`src/rtl/svreal_mul_sched.sv`:
```
// Round-robin scheduler feeding one shared pipelined fixed-point multiplier.
// Products are aligned from exponent a_exponent+b_exponent to c_exponent on the way out.

module svreal_mul_sched_stage #(
  parameter int DW = 8
) (
  input  logic          clk,
  input  logic          rst,
  input  logic          cke,
  input  logic          in_vld,
  input  logic [DW-1:0] in_data,
  output logic          out_vld,
  output logic [DW-1:0] out_data
);
  always_ff @(posedge clk or posedge rst) begin
    if (rst) begin
      out_vld  <= 1'b0;
      out_data <= '0;
    end else if (cke) begin
      out_vld <= in_vld;
      if (in_vld) out_data <= in_data;
    end
  end
endmodule

module svreal_mul_sched #(
  parameter int N_REQ     = 4,
  parameter int WIDTH     = 18,
  parameter int OUT_WIDTH = 18,
  parameter int MUL_LAT   = 2
) (
  input  logic                     clk,
  input  logic                     rst,
  input  logic                     cke,
  input  logic [N_REQ-1:0]         req_valid,
  output logic [N_REQ-1:0]         req_ready,
  input  logic [N_REQ*WIDTH-1:0]   a_significand,
  input  logic [N_REQ*WIDTH-1:0]   b_significand,
  input  logic [15:0]              a_exponent,
  input  logic [15:0]              b_exponent,
  input  logic [15:0]              c_exponent,
  output logic                     resp_valid,
  output logic [$clog2(N_REQ)-1:0] resp_id,
  output logic [OUT_WIDTH-1:0]     c_significand,
  output logic                     busy
);
  localparam int IDW = $clog2(N_REQ);
  localparam int PW  = 2 * WIDTH;
  localparam int EW  = PW + OUT_WIDTH;

  typedef struct packed {
    logic [IDW-1:0]       id;
    logic signed [PW-1:0] prod;
  } ent_t;

  logic [IDW-1:0]          ptr;
  logic [IDW-1:0]          grant;
  logic [IDW-1:0]          cand;
  logic                    any;
  logic                    hs;
  logic signed [WIDTH-1:0] a_sel;
  logic signed [WIDTH-1:0] b_sel;
  ent_t                    ent_in;
  logic [MUL_LAT:0]        vld_pipe;
  ent_t [MUL_LAT:0]        ent_pipe;

  // first valid requester scanning upward from ptr, wrapping at N_REQ
  always_comb begin
    grant = '0;
    cand  = '0;
    any   = 1'b0;
    for (int k = 0; k < N_REQ; k++) begin
      cand = IDW'((int'(ptr) + k) % N_REQ);
      if (!any && req_valid[cand]) begin
        grant = cand;
        any   = 1'b1;
      end
    end
  end

  assign hs = any && cke && !rst;

  always_comb begin
    req_ready = '0;
    a_sel     = '0;
    b_sel     = '0;
    for (int i = 0; i < N_REQ; i++) begin
      if (grant == IDW'(i)) begin
        req_ready[i] = hs;
        a_sel        = a_significand[i*WIDTH +: WIDTH];
        b_sel        = b_significand[i*WIDTH +: WIDTH];
      end
    end
  end

  always_ff @(posedge clk or posedge rst) begin
    if (rst)     ptr <= '0;
    else if (hs) ptr <= (grant == IDW'(N_REQ-1)) ? '0 : grant + IDW'(1);
  end

  always_comb begin
    ent_in.id   = grant;
    ent_in.prod = a_sel * b_sel;
  end

  assign vld_pipe[0] = hs;
  assign ent_pipe[0] = ent_in;

  for (genvar s = 1; s <= MUL_LAT; s++) begin : g_stg
    svreal_mul_sched_stage #(.DW($bits(ent_t))) u_stg (
      .clk      (clk),
      .rst      (rst),
      .cke      (cke),
      .in_vld   (vld_pipe[s-1]),
      .in_data  (ent_pipe[s-1]),
      .out_vld  (vld_pipe[s]),
      .out_data (ent_pipe[s])
    );
  end

  assign busy = |vld_pipe[MUL_LAT:1];

  // alignment shift; 18 bits hold any sum/difference of three 16-bit exponents
  logic signed [17:0]    sh;
  logic [17:0]           shamt;
  logic signed [EW-1:0]  ext;
  logic [OUT_WIDTH-1:0]  c_nxt;

  always_comb begin
    sh    = {{2{a_exponent[15]}}, a_exponent} + {{2{b_exponent[15]}}, b_exponent}
          - {{2{c_exponent[15]}}, c_exponent};
    shamt = sh[17] ? 18'(-sh) : 18'(sh);
    ext   = {{OUT_WIDTH{ent_pipe[MUL_LAT].prod[PW-1]}}, ent_pipe[MUL_LAT].prod};
    c_nxt = sh[17] ? OUT_WIDTH'(ext >>> shamt) : OUT_WIDTH'(ext <<< shamt);
  end

  always_ff @(posedge clk or posedge rst) begin
    if (rst) begin
      resp_valid    <= 1'b0;
      resp_id       <= '0;
      c_significand <= '0;
    end else if (cke) begin
      resp_valid <= vld_pipe[MUL_LAT];
      if (vld_pipe[MUL_LAT]) begin
        resp_id       <= ent_pipe[MUL_LAT].id;
        c_significand <= c_nxt;
      end
    end
  end
endmodule

```
`config.mk`:
```
export PLATFORM = sky130hd
export DESIGN_NAME = svreal_mul_sched
export DESIGN_NICKNAME = d
export VERILOG_FILES = /design/src/rtl/svreal_mul_sched.sv
export SDC_FILE = /design/constraint.sdc
export NUM_CORES = 2
export LEC_CHECK = 0
export CORE_UTILIZATION = 40
export DETAILED_ROUTE_END_ITERATION = 12
export MAX_ROUTING_LAYER = met4
export PLACE_DENSITY = 0.59
export SLEW_MARGIN = 20
export SYNTH_ARGS = -nofsm -noshare
export SYNTH_HDL_FRONTEND = slang
export SYNTH_SLANG_ARGS = --single-unit
```
`constraint.sdc`:
```
create_clock -name clk -period 9.8 [get_ports clk]
set_input_delay 2.94 -clock clk [delete_from_list [all_inputs] [get_ports clk]]
set_output_delay 2.94 -clock clk [all_outputs]
set_load 0.01 [all_outputs]
```
==> impl_metrics.yaml <==
final_layout:
  synthToLayoutAreaGrowth_pct: 34.2
  design_area_um2: 29200
  drive_gt1_share_pct: 23.1
  finalNetCount: 3713
  antenna_cells: 0
  fin_cells: 3753
clock_tree:
  cts_tree: "yes"
  clockBufferDepth: 2
  clk_pin_slew_ps: 70
  holdBufCountCts: 0
  htreeDepth: 3
  cts_made_buffers: 9
  root_buffer: "clkbuf_16"
  cts_sinks: 101
  clock_latency_ps: 380
global_routing:
  antenna_found_initial: 0
  grt.total_usage_pct: 27.9
  grt_pass1_wl_um: 117000
  grt_start_max_net_pins: 74
  grt_pass1_vias: 21384
  grt_overflow: 0
detailed_routing:
  drtAntennaViolNets: 0
  via_count: 19719
  first_iter_violations: 947
  wl_per_cell_um: 19.7
  wirelength_um: 73800
  drt_first_pass_iters: 5
  drc: 0
  vias_per_cell: 5.25
synth:
  syn-num-nets: 3216
  synth-main-ff-cell: "dfrtp_1"
  synth_seq_cells: 101
  ys_seq_area_share_pct: 11.6
  ys_types: 81
  ys_top_cells_by_count: "inv_1 (462), fa_1 (345), nor2_1 (336)"
  yosys_warnings: 0
  synth_top_area_share_pct: 31.7
  synth.most_common_cell: "inv_1"
  syn_area_um2: 21800
  synthArstFlopShare_pct: 100
  synth_largest_area_cell: "fa_1"
  syn_inst: 2556
  synth-edff-count: 0
  synth_area_leaders: "fa_1 (32%), dfrtp_1 (12%), inv_1 (8.0%)"
  avgSynthCellArea_um2: 8.52
critical_path:
  reg2reg_slack_ps: 1240
  critPathSlowestCell: "fa_2"
  path_class: "input port to flip-flop"
  crit_required_ps: 10040
  worst_r2r_path_depth: 37
  critPathTopFamily: "adder cells"
  path_buf_inv: 10
  cp-end-kind: "flip-flop"
  reg2reg_from: "ptr[1]"
  slowest_delay_ps: 580
  arrival_ps: 10880
  critPathLaunchType: "input port"
  crit_fanout: 7
  reg2reg_to: "g_stg[1].u_stg.out_data[34]"
sta:
  fmax_mhz: 94.0
  setup_slack_ps: -838
  finalSetupViolCount: 15
  maxSlewViolCount: 0
  tightest_slew_ps: 818
  relSlewSlack_pct: 43.9
  fin_crit_sh_pct: 109
  final_hold_viol_count: 0
  tns_ps: -6950
  finalWorstPathRequiredPeriod_ps: 10640
  rsz0062_at_grt: "yes"
  fin_skew_ps: 10.8
flow_run:
  max_cap_violations: 0
place:
  dpl_cell_area_um2: 27500
  gp_congestion: 0.935
  hpwl_um: 61000
  dp.cells: 3666
  place_ws_ps: -1710
  port_buffers: 224
die:
  io_pins: 225
  dieArea_um2: 55400
  start_util_pct: 40.5
  core_um2: 53800
  fp-row-count: 85
  die_h_um: 235
  dieWidth_um: 235
min_path:
  hold_class: "flip-flop to flip-flop"
  worstHoldEndpoint: "g_stg[1].u_stg.out_data[29]"
  worstHoldStart: "g_stg[1].u_stg.out_data[29]"
  hold_depth: 2
status:
  violations: "setup timing"
  outcome: "complete, but fails checks"
registers in the layout (all words and copies together) (netlist names):
register and cells:
c_significand 18, g_stg.u_stg.out_data 76, resp_valid 1, ptr 2, g_stg.u_stg.out_vld 2, resp_id 2
worst reg2reg max path, delay by kind of cell, from the launching register on:
family	cells	cell delay [ps]
adders and majority gates	8	3440
and+or+nand+nor	9	1600
AOI/OAI and AO/OA	9	1520
buffers and inverters	9	900
DFF	1	520
muxes	1	270
xor gates and xnor gates	1	160
timing repair:
action | CTS | global route
setup endpoints to repair | 21 | 19
setup buffers | 35 | 30
gates cloned | 8 | 0
gates resized for setup | 100 | 109
pin swaps | 37 | 66
worst max-delay path by stage:
stage                             from                           to  cells past startpoint
after floorplan           req_valid[0]  g_stg[1].u_stg.out_data[34]                     36
after global placement    req_valid[0]  g_stg[1].u_stg.out_data[34]                     38
after detailed placement  req_valid[0]  g_stg[1].u_stg.out_data[34]                     32
after CTS                 req_valid[0]  g_stg[1].u_stg.out_data[34]                     37
after global routing      req_valid[0]  g_stg[1].u_stg.out_data[34]                     40
final                     req_valid[2]  g_stg[1].u_stg.out_data[34]                     37
layout make-up:
cell class	count	area (um^2)
Fill cell	4993	24600
Sequential cell	101	2530
Clock inverter	6	56.3
Multi-Input combinational cell	1871	18000
Clock buffer	9	225
Timing Repair inverter	5	66.3
Timing Repair Buffer	601	5670
Tap cell	696	871
Inverter	464	1760
metal layers:
metal  up-vias  wire, um  track usage [%]
li1       9266         -                -
met3       126      3170             2.29
met5         -         0                -
met4         0      2930             10.9
met2       557     37700             49.6
met1      9770     30000             32.7
logic make-up after synthesis:
logic type	Yosys count	share of synthesized area, %
AO/OA/AOI/OAI	445	13.0
XOR/XNOR	53	2.13
adder cells (fa/ha/maj)	461	38.4
buffers and inverters	584	10.2
flip-flops	101	11.6
multiplexers	142	9.01
AND/OR/NAND/NOR	770	15.7
layout by cell type (no fill, tap or decap), types with 13 or more instances in the layout:
cell	count
a211oi_1	16
a21o_1	40
a21oi_1	114
a21oi_2	41
a31oi_1	17
and2_1	13
and3_1	39
buf_12	34
buf_4	317
buf_6	22
clkdlybuf4s50_1	220
dfrtp_1	101
fa_1	332
fa_2	13
ha_1	91
ha_4	20
inv_1	445
inv_2	13
mux2_2	51
mux2i_1	51
mux4_2	38
nand2_1	225
nand2b_1	23
nand3_1	18
nor2_1	313
nor2_2	18
nor3_1	28
o21ai_0	60
or2_2	16
xnor2_1	32
xor2_1	15
through the flow:
stage	hold slack (ps)	utilization, %
6_report	480	54.3
5_1_grt	502	54.3
4_1_cts	487	53.0
3_5_place_dp	470	51.0
3_3_place_gp	460	51.0
2_1_floorplan	433	-
Power is left out: the tool's default activity adds up to more than one toggle a clock period on the data nets, which glitch-free logic cannot reach.
